[src/rtl/rv_pkg.sv]
`default_nettype none
// ============================================================================
// Module   : rv_pkg
// Brief    : Shared RISC-V fetch constants and the XLEN width helper.
// Revision : 1.0 - initial release
// ============================================================================
package rv_pkg;

    // Low two bits of a halfword that mark the start of a 32-bit instruction.
    localparam logic [1:0] c_uncompressed = 2'b11;

    function automatic int unsigned xlen(input bit rv64);
        return rv64 ? 32'd64 : 32'd32;
    endfunction

endpackage
`default_nettype wire

[src/rtl/rv_halfword_queue.sv]
`default_nettype none
// ============================================================================
// Module   : rv_halfword_queue
// Brief    : 3-entry 16-bit shift queue; push 1/2, pop 1/2, flush.
// Revision : 1.0 - initial release
// ============================================================================
module rv_halfword_queue (
    input  logic        clk,
    input  logic        rst,
    input  logic        flush,
    input  logic [1:0]  push_n,
    input  logic [31:0] push_data,
    input  logic [1:0]  pop_n,
    output logic [1:0]  count,
    output logic [31:0] head
);

    logic [2:0][15:0] r_q;
    logic [1:0]       r_count;

    logic [2:0][15:0] w_shift;
    logic [2:0][15:0] w_q_next;
    logic [2:0]       w_base;
    logic [2:0]       w_count_next;

    // Pop first, then append behind whatever survived the pop.
    always_comb begin
        w_shift      = r_q >> {pop_n, 4'b0000};
        w_base       = {1'b0, r_count} - {1'b0, pop_n};
        w_count_next = w_base + {1'b0, push_n};
        w_q_next     = w_shift;
        for (int i = 0; i < 3; i++) begin
            if (push_n != 2'd0 && w_base == i[2:0]) begin
                w_q_next[i] = push_data[15:0];
            end
            if (push_n == 2'd2 && (w_base + 3'd1) == i[2:0]) begin
                w_q_next[i] = push_data[31:16];
            end
        end
    end

    always_ff @(posedge clk) begin
        if (rst || flush) begin
            r_q     <= '0;
            r_count <= 2'd0;
        end else begin
            r_q     <= w_q_next;
            r_count <= w_count_next[1:0];
        end
    end

    always_ff @(posedge clk) begin
        if (!rst && !flush) begin
            assert (w_count_next <= 3'd3);
            assert (pop_n <= r_count);
        end
    end

    assign count = r_count;
    assign head  = {r_q[1], r_q[0]};

endmodule
`default_nettype wire

[src/rtl/rv_fetch_aligner.sv]
`default_nettype none
// ============================================================================
// Module   : rv_fetch_aligner
// Brief    : Turns aligned 32-bit fetch words into whole RV instructions + PC.
// Revision : 1.0 - initial release
// ============================================================================
module rv_fetch_aligner
    import rv_pkg::*;
#(
    parameter bit          rv64     = 1'b1,
    parameter logic [63:0] reset_pc = 64'h0
) (
    input  logic                  clock,
    input  logic                  reset,
    input  logic                  redirect_valid,
    input  logic [xlen(rv64)-1:0] redirect_pc,
    output logic                  mem_req_valid,
    input  logic                  mem_req_ready,
    output logic [xlen(rv64)-1:0] mem_req_addr,
    input  logic                  mem_resp_valid,
    input  logic [31:0]           mem_resp_data,
    output logic                  out_valid,
    input  logic                  out_ready,
    output logic [31:0]           out_inst,
    output logic [xlen(rv64)-1:0] out_pc
);

    localparam int unsigned            c_xlen       = xlen(rv64);
    localparam logic [c_xlen-1:0]      c_reset_head = {reset_pc[c_xlen-1:1], 1'b0};
    localparam logic [c_xlen-1:0]      c_reset_word = {reset_pc[c_xlen-1:2], 2'b00};
    localparam logic                   c_reset_drop = reset_pc[1];
    localparam logic [c_xlen-1:0]      c_step2      = c_xlen'(2);
    localparam logic [c_xlen-1:0]      c_step4      = c_xlen'(4);

    logic [c_xlen-1:0] r_head_pc;
    logic [c_xlen-1:0] r_fetch_addr;
    logic              r_drop_first;
    logic              r_outstanding;
    logic              r_stale;

    logic [1:0]        w_count;
    logic [31:0]       w_head;
    logic              w_head_compressed;
    logic              w_accept;
    logic              w_resp;
    logic              w_fire;
    logic              w_owed;
    logic [1:0]        w_pop_n;
    logic [1:0]        w_push_n;
    logic [31:0]       w_push_data;
    logic              w_unused_ok;

    assign w_unused_ok = redirect_pc[0];

    rv_halfword_queue u_queue (
        .clk       (clock),
        .rst       (reset),
        .flush     (redirect_valid),
        .push_n    (w_push_n),
        .push_data (w_push_data),
        .pop_n     (w_pop_n),
        .count     (w_count),
        .head      (w_head)
    );

    assign w_head_compressed = (w_head[1:0] != c_uncompressed);

    // Handshake-facing outputs come from registered state; reset only masks them.
    assign mem_req_valid = !reset && !r_outstanding && (w_count <= 2'd1);
    assign mem_req_addr  = r_fetch_addr;
    assign out_valid     = !reset && ((w_count >= 2'd1 && w_head_compressed) || w_count >= 2'd2);
    assign out_pc        = reset ? c_reset_head : r_head_pc;

    always_comb begin
        out_inst = 32'h0;
        if (out_valid) begin
            out_inst = w_head_compressed ? {16'h0, w_head[15:0]} : w_head;
        end
    end

    assign w_accept = mem_req_valid && mem_req_ready;
    assign w_resp   = mem_resp_valid && r_outstanding;
    assign w_fire   = out_valid && out_ready;
    assign w_owed   = w_accept || (r_outstanding && !w_resp);

    always_comb begin
        w_pop_n = 2'd0;
        if (w_fire) begin
            w_pop_n = w_head_compressed ? 2'd1 : 2'd2;
        end
    end

    // A redirect into the upper halfword throws away the low half of the first word.
    always_comb begin
        w_push_n    = 2'd0;
        w_push_data = mem_resp_data;
        if (w_resp && !r_stale) begin
            if (r_drop_first) begin
                w_push_n    = 2'd1;
                w_push_data = {16'h0, mem_resp_data[31:16]};
            end else begin
                w_push_n    = 2'd2;
            end
        end
    end

    always_ff @(posedge clock) begin
        if (reset) begin
            r_head_pc     <= c_reset_head;
            r_fetch_addr  <= c_reset_word;
            r_drop_first  <= c_reset_drop;
            r_outstanding <= 1'b0;
            r_stale       <= 1'b0;
        end else begin
            r_outstanding <= w_owed;
            if (redirect_valid) begin
                r_head_pc    <= {redirect_pc[c_xlen-1:1], 1'b0};
                r_fetch_addr <= {redirect_pc[c_xlen-1:2], 2'b00};
                r_drop_first <= redirect_pc[1];
                r_stale      <= w_owed;
            end else begin
                if (w_accept) begin
                    r_fetch_addr <= r_fetch_addr + c_step4;
                end
                if (w_resp) begin
                    r_stale <= 1'b0;
                    if (!r_stale) begin
                        r_drop_first <= 1'b0;
                    end
                end
                if (w_fire) begin
                    r_head_pc <= r_head_pc + (w_head_compressed ? c_step2 : c_step4);
                end
            end
        end
    end

endmodule
`default_nettype wire

[config.mk]
export PLATFORM = sky130hd
export DESIGN_NAME = rv_fetch_aligner
export DESIGN_NICKNAME = d
export VERILOG_FILES = /design/src/rtl/rv_pkg.sv /design/src/rtl/rv_halfword_queue.sv /design/src/rtl/rv_fetch_aligner.sv
export SDC_FILE = /design/constraint.sdc
export NUM_CORES = 1
export LEC_CHECK = 0
export CAP_MARGIN = 25
export CORE_UTILIZATION = 47
export DETAILED_ROUTE_END_ITERATION = 12
export PLACE_DENSITY = 0.73
export SYNTH_ARGS = -nofsm -noshare
export SYNTH_HDL_FRONTEND = slang
export SYNTH_SLANG_ARGS = --single-unit
[constraint.sdc]
create_clock -name clock -period 6.5 [get_ports clock]
set_input_delay 1.3 -clock clock [delete_from_list [all_inputs] [get_ports clock]]
set_output_delay 1.3 -clock clock [all_outputs]
set_load 0.005 [all_outputs]
==> results.cfg <==
[status]
status = complete, no violations

[grt]
grt_overflow = 0
grt_usage = 0.303
grt_pass1_wl_mm = 57.8
gr-usage-met2 = 0.472
use_met3 = 0.0631
antenna_found_initial = 2
grtUsageMet1 = 0.412
grt-busiest-layer = met2
grt_pass1_vias = 10716
grt_max_degree = 84

[sta]
worstMarginPinSlew_ns = 1.03
finalCritPeriodShare = 0.749
slew_violations = 0
min_period_ns = 4.87
finalClockSkew_ns = 0.0143
hold_violations = 0
rsz0062_at_grt = no
fin_tns_setup_ns = 0
holdWs_ns = 0.511
slew_headroom = 0.310
max_clock_freq_mhz = 205
finalSetupViolCount = 0

[synth]
synth_top_area_frac = 0.329
synth_edf_count = 0
synth_area_leaders = dfxtp_1 (33%), nor2_1 (4.0%), nor2b_1 (3.7%)
syn_inst = 1371
post_synth.cell_area_avg_um2 = 7.90
synth_flop_cell = dfxtp_1
async_flop_share = 0
synth_common_cells = dfxtp_1 (178), nor2_1 (115), clkbuf_1 (102), nand2_1 (102), nor2b_1 (64)
syn_area_mm2 = 0.0108
synth_seq_area_share = 0.329
synth-seq-cells = 178
synth.most_common_cell = dfxtp_1
ys_warn_count = 0
yosysTopAreaCell = dfxtp_1
yosysUniqueCellTypes = 64

[worst_hold_path]
hold_end = u_queue.head[9]
hold_path_depth = 1
worstHoldStart = u_queue.head[9]
hp-class = register to register

[power]
power_frac_comb = 0.149
p_seq_frac = 0.462
p_leak_nw = 4.91
clockPowerShare = 0.389
switching_share = 0.272
intPower_mw = 1.95
power_mw = 2.68
ir_drop_v = 0.000164
cellPowerDensity_mw_per_mm2 = 189
p_sw_mw = 0.727

[cts]
cts.path.max_buffers = 2
cts_root_buf = clkbuf_16
worstSkewPairLatency_ns = 0.43
cts_resized = 0
path_clk_slew_ns = 0.08
clock-sinks = 178
cts_buffers = 17
h-tree-depth = 4
tritoncts = yes
post_cts_buffers = 0
holdBufCountCts = 0

[finish]
layout.area.seq_mm2 = 0.00356
synthToLayoutAreaGrowth_pct = 30.6
drive_above_1_share = 0.0520
fillers = 1990
multi_input_area_mm2 = 0.00676
final_nets = 1675

[job]
drv_cap = 0

[drt]
routed_via_density = 6.19
dr.pass1.iters = 6
drc_errors = 0
drtIter0Drc = 1004
routed-via-count = 11543
final_antenna_net_count = 0
wire_per_inst_um = 19.5
routed_wl_mm = 36.3

[die]
die_w_um = 154
die-area_mm2 = 0.0236
fp.coreArea_mm2 = 0.0226
rows = 55
die_h_um = 154
start_util = 0.478
io_pins = 264

[setup_path]
critPathRequiredTime_ns = 6.85
start_kind = input port
r2r_end = u_queue.r_q[37]
reg2reg_slack_ns = 2.25
end_kind = register
cp_max_fo = 36
reg2reg_from = u_queue.head[0]
reg2reg_depth = 11
arrival_ns = 5.22
crit_type = input port to register

[placed_design]
dp_hpwl_mm = 24.8
place.gp.congestion = 0.909
portBuffers = 259
## worst max path at each step
stage	end	start
final	u_queue.r_q[37]	out_ready
after global routing	u_queue.r_q[38]	out_ready
after CTS	u_queue.r_q[33]	out_ready
after detailed placement	u_queue.r_q[33]	out_ready
after global placement	u_queue.r_q[33]	out_ready
after floorplan	u_queue.head[10]	reset
## per-stage QoR
stage               area, um^2  cells  setup WS [ns]   util
floorplan                10800   1373           1.42      -
CTS                      14100   1860           1.69  0.623
detailed placement       13500   1828           1.23  0.597
finish                   14100   1864           1.63  0.625
global placement         13500   1827           1.28  0.597
global route             14100   1864           1.42  0.625
## power by group through the flow
stage	sequential [mW]	combinational [mW]	clock (mW)
floorplan	1.23	0.195	0
global placement	1.25	0.391	0
detailed placement	1.26	0.395	0
CTS	1.23	0.399	1.05
global route	1.25	0.433	1.10
finish	1.24	0.399	1.04
## registers in the layout, summed over array words and instances, names as in the netlist
| register | count |
|---|---|
| r_outstanding | 1 |
| r_stale | 1 |
| u_queue.head | 32 |
| u_queue.count | 2 |
| r_head_pc | 63 |
| r_drop_first | 1 |
| u_queue.r_q | 16 |
| mem_req_addr | 62 |
## routing by layer
metal	wire, um	vias up
met5	13	-
met4	834	2
met3	2950	55
met2	16400	532
met1	16100	5434
li1	-	5520
## cells by family after synthesis
group | synth area share
compound gates | 0.232
buf+inv | 0.0489
simple gates | 0.319
flops | 0.329
xor+xnor | 0.0429
mux | 0.0177
other cells | 0.000346
fa+ha+maj | 0.0106
## area by class of cell
class	instances	share of cell area
inverter	24	0.00655
sequential	178	0.252
clock buffer	19	0.0306
multi-input combinational	1060	0.478
antenna	1	0.000177
clock inverter	13	0.0109
timing repair buffer	284	0.197
tap	285	0.0252
## cell usage in the layout, fill, tap and decap left out, types with 17 or more instances in the layout
cell and n:
clkdlybuf4s50_1 257, xnor2_1 36, and4_1 22, a31oi_1 31
inv_1 22, a21boi_0 44, nor3_1 56, o221ai_1 17
nor2_1 115, nand2_1 102, a311oi_1 29, and2_1 25
clkbuf_16 17, and3_1 36, nand3_1 63, o21a_1 45
o21ai_0 36, xor2_1 17, dfxtp_1 178, buf_4 22
o311a_1 19, a211oi_1 29, o31a_1 28, nor4_1 39
a21oi_1 31, nand4_1 47, nor2b_1 64, mux2i_1 18
## worst max-delay path: stages
cell and delay [ns]:
clkdlybuf4s50_1 0.47, o211ai_1 0.11, buf_4 0.29, nor2_1 0.09, ha_1 0.20, fa_1 0.53, or4b_2 0.98, nor2_1 0.68
buf_4 0.29, a311oi_1 0.06, a211oi_1 0.22
(Power assumes the default switching activity.)
